## config.mk

```make
export PLATFORM = sky130hd
export DESIGN_NAME = wallace_final_cpa_flat
export DESIGN_NICKNAME = d
export VERILOG_FILES = /design/src/rtl/wallace_final_cpa_if.sv /design/src/rtl/wallace_final_cpa.sv /design/src/flat_wrapper.sv
export SDC_FILE = /design/constraint.sdc
export NUM_CORES = 1
export LEC_CHECK = 0
export CAP_MARGIN = 10
export CELL_PAD_IN_SITES_DETAIL_PLACEMENT = 2
export CELL_PAD_IN_SITES_GLOBAL_PLACEMENT = 2
export CORE_ASPECT_RATIO = 1.2
export CORE_MARGIN = 3
export CORE_UTILIZATION = 29
export DETAILED_ROUTE_END_ITERATION = 8
export PLACE_DENSITY_LB_ADDON = 0.1
export SLEW_MARGIN = 20
export SYNTH_ARGS = -nofsm -noshare
export SYNTH_HDL_FRONTEND = slang
export SYNTH_SLANG_ARGS = --single-unit
```

## constraint.sdc

```tcl
create_clock -name clk -period 3.6 [get_ports clk]
set_input_delay 0.54 -clock clk [delete_from_list [all_inputs] [get_ports clk]]
set_output_delay 0.54 -clock clk [all_outputs]
set_load 0.005 [all_outputs]
```

## src/rtl/wallace_final_cpa_if.sv

```systemverilog
// rtl/wallace_final_cpa_if.sv - row-pair input and product output handshake bundle
// master drives rows and out_ready; slave is the adder side.
interface wallace_final_cpa_if #(
  parameter int W     = 65,
  parameter int OUT_W = 64
);
  logic             in_valid;
  logic             in_ready;
  logic [W-1:0]     sum_row;
  logic [W-1:0]     carry_row;
  logic             out_valid;
  logic             out_ready;
  logic [OUT_W-1:0] prod;
  logic             out_ovf;

  modport master (
    output in_valid, sum_row, carry_row, out_ready,
    input  in_ready, out_valid, prod, out_ovf
  );

  modport slave (
    input  in_valid, sum_row, carry_row, out_ready,
    output in_ready, out_valid, prod, out_ovf
  );
endinterface

```

## src/rtl/wallace_final_cpa.sv

```systemverilog
// rtl/wallace_final_cpa.sv - two-stage split carry-propagate adder closing the Wallace multiplier
// WALLACE_CPA_OVF_EN builds the weight >= 2^OUT_W overflow flag; otherwise out_ovf is 0.
module wallace_final_cpa #(
  parameter int W     = 65,
  parameter int SPLIT = 32,
  parameter int OUT_W = 64
) (
  input  logic              clk,
  input  logic              rst,
  wallace_final_cpa_if.slave bus
);
  localparam int HI_W = W - SPLIT;
  localparam int PH_W = OUT_W - SPLIT;

  logic             va_q, va_d;
  logic             vb_q, vb_d;
  logic [SPLIT-1:0] lo_sum_q, lo_sum_d;
  logic             ca_q, ca_d;
  logic [HI_W-1:0]  hi_s_q, hi_s_d;
  logic [HI_W-1:0]  hi_c_q, hi_c_d;
  logic [OUT_W-1:0] prod_q, prod_d;
  logic             ovf_q, ovf_d;

  logic             ld_a, ld_b;
  logic [SPLIT:0]   lo_add;
  logic [PH_W-1:0]  hi_prod;
  logic             ovf_next;

  // Stage B frees up when empty or draining; stage A rides on B's slot.
  assign ld_b         = !vb_q || bus.out_ready;
  assign ld_a         = !va_q || ld_b;
  assign bus.in_ready = ld_a && !rst;

  assign lo_add = {1'b0, bus.sum_row[SPLIT-1:0]} + {1'b0, bus.carry_row[SPLIT-1:0]};

`ifdef WALLACE_CPA_OVF_EN
  logic [HI_W:0] hi_add;

  assign hi_add   = {1'b0, hi_s_q} + {1'b0, hi_c_q} + {{HI_W{1'b0}}, ca_q};
  assign hi_prod  = hi_add[PH_W-1:0];
  assign ovf_next = |hi_add[HI_W:PH_W];
`else
  logic [HI_W-PH_W-1:0] unused_hi_s;
  logic [HI_W-PH_W-1:0] unused_hi_c;

  // Only the product-visible high bits are summed; the carry-out is never formed.
  assign hi_prod     = hi_s_q[PH_W-1:0] + hi_c_q[PH_W-1:0] + {{(PH_W-1){1'b0}}, ca_q};
  assign unused_hi_s = hi_s_q[HI_W-1:PH_W];
  assign unused_hi_c = hi_c_q[HI_W-1:PH_W];
  assign ovf_next    = 1'b0;
`endif

  always_comb begin
    va_d     = va_q;
    lo_sum_d = lo_sum_q;
    ca_d     = ca_q;
    hi_s_d   = hi_s_q;
    hi_c_d   = hi_c_q;
    if (ld_a) begin
      va_d = bus.in_valid;
      if (bus.in_valid) begin
        lo_sum_d = lo_add[SPLIT-1:0];
        ca_d     = lo_add[SPLIT];
        hi_s_d   = bus.sum_row[W-1:SPLIT];
        hi_c_d   = bus.carry_row[W-1:SPLIT];
      end
    end
    if (rst) begin
      va_d     = 1'b0;
      lo_sum_d = '0;
      ca_d     = 1'b0;
      hi_s_d   = '0;
      hi_c_d   = '0;
    end
  end

  always_comb begin
    vb_d   = vb_q;
    prod_d = prod_q;
    ovf_d  = ovf_q;
    if (ld_b) begin
      vb_d = va_q;
      // A bubble advancing into B leaves the last product untouched.
      if (va_q) begin
        prod_d = {hi_prod, lo_sum_q};
        ovf_d  = ovf_next;
      end
    end
    if (rst) begin
      vb_d   = 1'b0;
      prod_d = '0;
      ovf_d  = 1'b0;
    end
  end

  always_ff @(posedge clk) begin
    va_q     <= va_d;
    lo_sum_q <= lo_sum_d;
    ca_q     <= ca_d;
    hi_s_q   <= hi_s_d;
    hi_c_q   <= hi_c_d;
    vb_q     <= vb_d;
    prod_q   <= prod_d;
    ovf_q    <= ovf_d;
  end

  assign bus.out_valid = vb_q;
  assign bus.prod      = prod_q;
  assign bus.out_ovf   = ovf_q;
endmodule

```

## src/flat_wrapper.sv

```systemverilog
// flat-port wrapper written by rule: the top's interface ports become plain ports
module wallace_final_cpa_flat 
#(
  parameter int W     = 65,
  parameter int SPLIT = 32,
  parameter int OUT_W = 64
)
  (clk, rst, bus_in_valid, bus_sum_row, bus_carry_row, bus_out_ready, bus_in_ready, bus_out_valid, bus_prod, bus_out_ovf);
  wallace_final_cpa_if #(.W(W), .OUT_W(OUT_W)) bus_i ();
  input  logic clk;
  input  logic rst;
  input wire logic [$bits(bus_i.in_valid)-1:0] bus_in_valid;
  input wire logic [$bits(bus_i.sum_row)-1:0] bus_sum_row;
  input wire logic [$bits(bus_i.carry_row)-1:0] bus_carry_row;
  input wire logic [$bits(bus_i.out_ready)-1:0] bus_out_ready;
  output wire logic [$bits(bus_i.in_ready)-1:0] bus_in_ready;
  output wire logic [$bits(bus_i.out_valid)-1:0] bus_out_valid;
  output wire logic [$bits(bus_i.prod)-1:0] bus_prod;
  output wire logic [$bits(bus_i.out_ovf)-1:0] bus_out_ovf;
  assign bus_i.in_valid = bus_in_valid;
  assign bus_i.sum_row = bus_sum_row;
  assign bus_i.carry_row = bus_carry_row;
  assign bus_i.out_ready = bus_out_ready;
  assign bus_in_ready = bus_i.in_ready;
  assign bus_out_valid = bus_i.out_valid;
  assign bus_prod = bus_i.prod;
  assign bus_out_ovf = bus_i.out_ovf;
  wallace_final_cpa #(.W(W), .SPLIT(SPLIT), .OUT_W(OUT_W)) u_core (.clk(clk), .rst(rst), .bus(bus_i));
endmodule
```

==> flow_summary.json <==
{
  "status": "finished, final reports clean",
  "cts_tree": "built",
  "final_core_util_pct": 39.7,
  "syn_area_um2": 9090,
  "clockBufferDepth": 2,
  "syn_to_final_growth_pct": 34.0,
  "dp_hpwl_um": 24000,
  "async_flop_share_pct": 0,
  "reg2reg_slack_ns": 0.39,
  "worstPathRequired_ns": 3.94,
  "grt_pass1_vias": 9715,
  "io_buffers": 197,
  "grt_max_degree": 96,
  "drive_gt1_share_pct": 5.66,
  "fin_tns_setup_ns": 0,
  "clockRootBuffer": "clkbuf_16",
  "reg2reg_depth": 10,
  "initial_utilization_pct": 29.7,
  "postCtsHoldBufs": 0,
  "netlist_top_cells_area": "dfxtp_1 36%, nand2_1 13%, a21oi_1 11%",
  "antenna_found_initial": 0,
  "yosys.area.top_type": "dfxtp_1",
  "startpoint_type": "register",
  "ant_nets": 0,
  "crit_path_max_incr_delay_ns": 0.48,
  "die_area_um2": 33500,
  "period_share_pct": 89.3,
  "seq_area_frac_synth_pct": 35.9,
  "die_h_um": 200,
  "design_area_um2": 12200,
  "multi_input_area_um2": 5540,
  "drt-vias-per-instance": 5.18,
  "routed_wl_um": 32200,
  "vdd_drop_max_v": 0.000215,
  "drc": 0,
  "cp_slowest_cell": "fa_1",
  "cts_num_sinks": 163,
  "synth_area_per_cell_um2": 7.64,
  "p_per_area_nw_per_um2": 409,
  "clk_pin_slew_ns": 0.06,
  "fp.dieW_um": 168,
  "yosysMostFrequentCell": "nand2_1",
  "worst_pin_slew_ns": 0.781,
  "cts_made_buffers": 17,
  "clk-insertion-delay-late_ns": 0.44,
  "slew-limit-headroom_pct": 47.8,
  "finalSetupViolations": 0,
  "max_freq_mhz": 311,
  "synth_cell_types": 71,
  "hp-class": "reg2reg",
  "n_antenna_cell": 0,
  "first_iter_violations": 337,
  "crit_chain": "fa_1 -> fa_1 -> a21o_1 -> a22oi_1 -> nor3_1 -> o21a_1 -> o2111ai_1 -> a21oi_1 -> or2_1 -> o311ai_1",
  "slew_viol_final": 0,
  "gp_congestion": 0.833,
  "detail_route.first_pass.iterations": 7,
  "core_um2": 30700,
  "drv_cap": 0,
  "synth_cells": 1190,
  "critPathKind": "reg2reg",
  "finalClockSkew_ns": 0.00996,
  "crit_fanout": 3,
  "grt_setup_unrepaired": "no",
  "synth_warnings": 0,
  "fin_crit_ns": 3.21,
  "rows": 70,
  "vias": 9185,
  "cts_setup_buffers": 0,
  "finalNetCount": 1564,
  "worst_ep_arrival_time_ns": 3.55,
  "postCtsResizedCells": 0,
  "placed_cell_area_um2": 11500,
  "yosys.area.top_type_share_pct": 35.9,
  "drt-wirelength-per-cell_um": 18.1,
  "syn-num-nets": 1389,
  "synth_edf_count": 0,
  "cp_common_cell": "fa_1",
  "io_pins": 201,
  "area.sequential_um2": 3260,
  "hold_viol": 0,
  "leakage_nw": 4.88,
  "fillers": 3544,
  "grt_use_total_pct": 19.0,
  "grt_pass1_wl_um": 51700,
  "holdPathStages": 2,
  "gr-total-overflow": 0,
  "ys_seq_elements": 163,
  "cts_htree_levels": 4,
  "synth_ff_type": "dfxtp_1",
  "cp-end-kind": "register",
  "ys_top_cells_by_count": "309 x nand2_1, 201 x a21oi_1, 163 x dfxtp_1"
}
## critical path, delay by kind of cell (launching register included)
family | cells | cell delay (ns)
and+or+nand+nor | 2 | 0.41
adders and majority gates | 2 | 0.91
AOI/OAI and AO/OA | 6 | 1.47
DFF | 1 | 0.33
## power breakdown
group	switching, mW	internal (mW)
Clock	0.795	1.15
Sequential	0.0680	1.91
Combinational	0.567	0.492
## metal layers
metal | up-vias | GRT usage (%) | routed length, um
met5 | - | 0 | 0
met4 | 0 | 3.97 | 376
met3 | 23 | 2.90 | 895
met2 | 139 | 35.4 | 16600
met1 | 4492 | 23.4 | 14300
li1 | 4531 | - | -
## area by class of cell
type / instances / area share, %
Clock inverter: 11 / 1.23
Tap cell: 396 / 4.07
Timing Repair Buffer: 223 / 18.1
Inverter: 14 / 0.431
Clock buffer: 21 / 3.86
Sequential cell: 163 / 26.8
Multi-Input combinational cell: 946 / 45.5
## stage by stage
stage	power, mW	hold WS [ns]	std cells	setup WS, ns
floorplan	2.61	0.427	1190	0.818
global placement	3.06	0.439	1741	0.0449
detailed placement	3.08	0.448	1741	0.0792
CTS	5.06	0.452	1773	0.344
global route	5.27	0.472	1774	0.191
finish	4.99	0.448	1774	0.386
## flip-flops by register name, summed over array words and instances (netlist names)
register	cells
u_core.hi_c_q	32
u_core.lo_sum_q	32
u_core.bus.prod	64
u_core.va_q	1
u_core.hi_s_q	32
u_core.ca_q	1
u_core.bus.out_valid	1
## worst paths after layout
path,start,to
worst max-delay path,u_core.hi_c_q[0],u_core.bus.prod[58]
worst min-delay path,u_core.lo_sum_q[21],u_core.bus.prod[21]
worst max register to register,u_core.hi_c_q[0],u_core.bus.prod[58]
worst min register to register,u_core.lo_sum_q[21],u_core.bus.prod[21]
## cell families (layout without fill, tap and decap cells)
kind of cell / after synthesis / in the layout / synth area share (%)
xor+xnor: 35 / 35 / 3.37
buf+inv: 81 / 269 / 3.40
flops: 163 / 163 / 35.9
fa+ha+maj: 65 / 65 / 9.19
other cells: 1 / 1 / 0.0412
compound gates: 369 / 369 / 25.0
simple gates: 473 / 473 / 22.8
mux: 3 / 3 / 0.330
## cell usage in the layout (no fill, tap or decap), drive strengths merged, types with 16 or more instances in the layout
| master | netlist | final |
|---|---|---|
| xnor2 | 28 | 28 |
| buf | 6 | 27 |
| dfxtp | 163 | 163 |
| o21ai | 33 | 33 |
| clkdlybuf4s50 | 0 | 196 |
| ha | 62 | 62 |
| inv | 14 | 16 |
| nand3 | 29 | 29 |
| nor2 | 41 | 41 |
| a21oi | 202 | 202 |
| clkbuf | 61 | 21 |
| a21o | 44 | 44 |
| nand2 | 309 | 309 |
No activity file was read; power rests on OpenSTA's default activity.
==> RTL change: new RTL, same flow settings <==
Build with the macro `WALLACE_CPA_OVF_EN` defined.
--- a/src/rtl/wallace_final_cpa.sv
+++ b/src/rtl/wallace_final_cpa.sv
@@ -1,5 +1,7 @@
 // rtl/wallace_final_cpa.sv - two-stage split carry-propagate adder closing the Wallace multiplier
 // WALLACE_CPA_OVF_EN builds the weight >= 2^OUT_W overflow flag; otherwise out_ovf is 0.
+`define WALLACE_CPA_OVF_EN
+
 module wallace_final_cpa #(
   parameter int W     = 65,
   parameter int SPLIT = 32,
Function: changed (a bounded check fails within 4 cycles, from zero or initial values and one cycle with rst high).
==> RTL change against the original RTL <==
- largest cell class unchanged
- highest routed layer is now met5
- first-iteration DRC count shrank 18%
- synthesized area shrank 2.6%
- routed wire length shrank 6.5%
- sequential cell count grew 3
- worst setup slack lost 0.13 ns
- power shrank 1.3%
- global-route usage shrank 0.58 points
- design area shrank 1.9%
==> RTL change: results <==
[run_status]
status = finished, final reports clean

[global_route]
met2_usage_pct = 33.87
grt_pass1_wl_um = 48460
first_global_vias = 9414
grt_usage_pct = 18.46
antenna_found_initial = 1
grt_use_met3_pct = 3.754
grt_max_degree = 157
met1_usage_pct = 21.92

[sta]
max-slew-margin-rel_pct = 43.28
skew_ns = 0.01107

[synthesis]
synth_compound_area_share_pct = 24.19
seq_area_frac_synth_pct = 37.51
syn-num-nets = 1351
syn_inst = 1150
yosys_warnings = 0
synth_edf_count = 0
netlist.top_cell.by_area = dfxtp_1
synth_adder_area_share_pct = 9.716
synth_mux_area_share_pct = 0.1271
ys_types = 65
synth-xor-area-share_pct = 4.844
netlist_top_cells_area = dfxtp_1, nand2_1, a21oi_1
ys_top_cells_by_count = nand2_1, a21oi_1, dfxtp_1

[worst_setup_path]
crit_arrival_ns = 3.65
r2r-end = u_core.bus.out_ovf
reg2reg_slack_ns = 0.26
rr_worst_depth = 15
cp_slowest_stage_delay_ns = 0.44
cpMaxStageDelayCell = fa_1

[route]
wirelength_um = 30070
vias_per_cell = 5.070
wire_per_inst_um = 17.35
drt_iter0_drc = 278
first_pass_iters = 4

[cts]
clock_latency_ns = 0.43
h-tree-depth = 4
clockBufferDepth = 2

[layout]
n_fill_cell = 3469
largest_register_ffs = 64
drive_above_1_share_pct = 5.659
nNetsFinal = 1531

[place]
dp_hpwl_um = 22390
dpl_cell_area_um2 = 11340
routabilityCongestion = 0.7956
dp_cells = 1701
io_buffers = 200

[power_and_ir_drop]
p_leak_nw = 4.755
p_switching_mw = 1.368
ir_worst_vdd_mv = 0.2478

[worst_hold_path]
hp-class = in2reg
RTL change: how the worst min path moves through the flow:
stage,from,end,slack [ns],cells after the start
6_report,rst,u_core.bus.prod[14],0.38,2
5_1_grt,rst,u_core.bus.prod[14],0.37,2
4_1_cts,rst,u_core.bus.prod[14],0.37,2
3_5_place_dp,u_core.lo_sum_q[2],u_core.bus.prod[2],0.45,2
3_3_place_gp,u_core.lo_sum_q[16],u_core.bus.prod[16],0.44,2
2_1_floorplan,u_core.lo_sum_q[24],u_core.bus.prod[24],0.43,2
RTL change: cells by family (layout without fill, tap and decap cells):
logic type      count (synthesis)  after routing
buf+inv                        82            275
simple gates                  432            432
fa+ha+maj                      67             67
compound gates                353            353
xor+xnor                       49             49
mux                             1              1
flops                         166            166
RTL change: power by group through the flow:
stage	Clock (mW)	Sequential, mW	Combinational, mW
6_report	1.91	2.02	1.00
4_1_cts	1.96	2.02	1.02
2_1_floorplan	0	2.04	0.581
3_3_place_gp	0	2.05	0.993
5_1_grt	2.04	2.03	1.13
3_5_place_dp	0	2.06	1.01
RTL change: stage by stage:
stage          setup slack, ns  power [mW]    TNS [ns]  hold slack (ns)
2_1_floorplan           0.7116       2.620           0           0.4274
3_3_place_gp        -0.0001847       3.047  -0.0001847           0.4369
3_5_place_dp          -0.04294       3.072    -0.06349           0.4451
4_1_cts                 0.1776       4.999           0           0.3666
5_1_grt                0.04280       5.201           0           0.3701
6_report                0.2551       4.926           0           0.3844
RTL change: final cells by class:
class / count / area (um2) / share of cell area, %
clock buffers: 21 / 460.4 / 3.853
clock inverters: 11 / 147.6 / 1.236
inverters: 21 / 78.83 / 0.6597
multi-input cells: 902 / 5249 / 43.93
flip-flops and latches: 166 / 3323 / 27.81
well taps: 390 / 488.0 / 4.084
repair buffers: 222 / 2202 / 18.43
RTL change: timing repair:
action | CTS | global route
resized for setup | 0 | 1
hold buffers | 0 | 0
endpoints found under the setup margin | 0 | 1
RTL change: routing by layer:
metal  wire [um]  vias to the layer above  share of wire (%)
met2       15600                      144                 52
met3        1207                       26                4.0
met1       12880                     4270                 43
met5          13                        -              0.043
met4         369                        2                1.2
li1            -                     4344                  -
RTL change: critical path, delay by kind of cell (launching register included):
kind	cells	cell delay, ns
buf+inv	4	0.47
simple gates	2	0.51
fa+ha+maj	2	0.64
flops	1	0.31
xor+xnor	1	0.17
compound gates	6	1.12
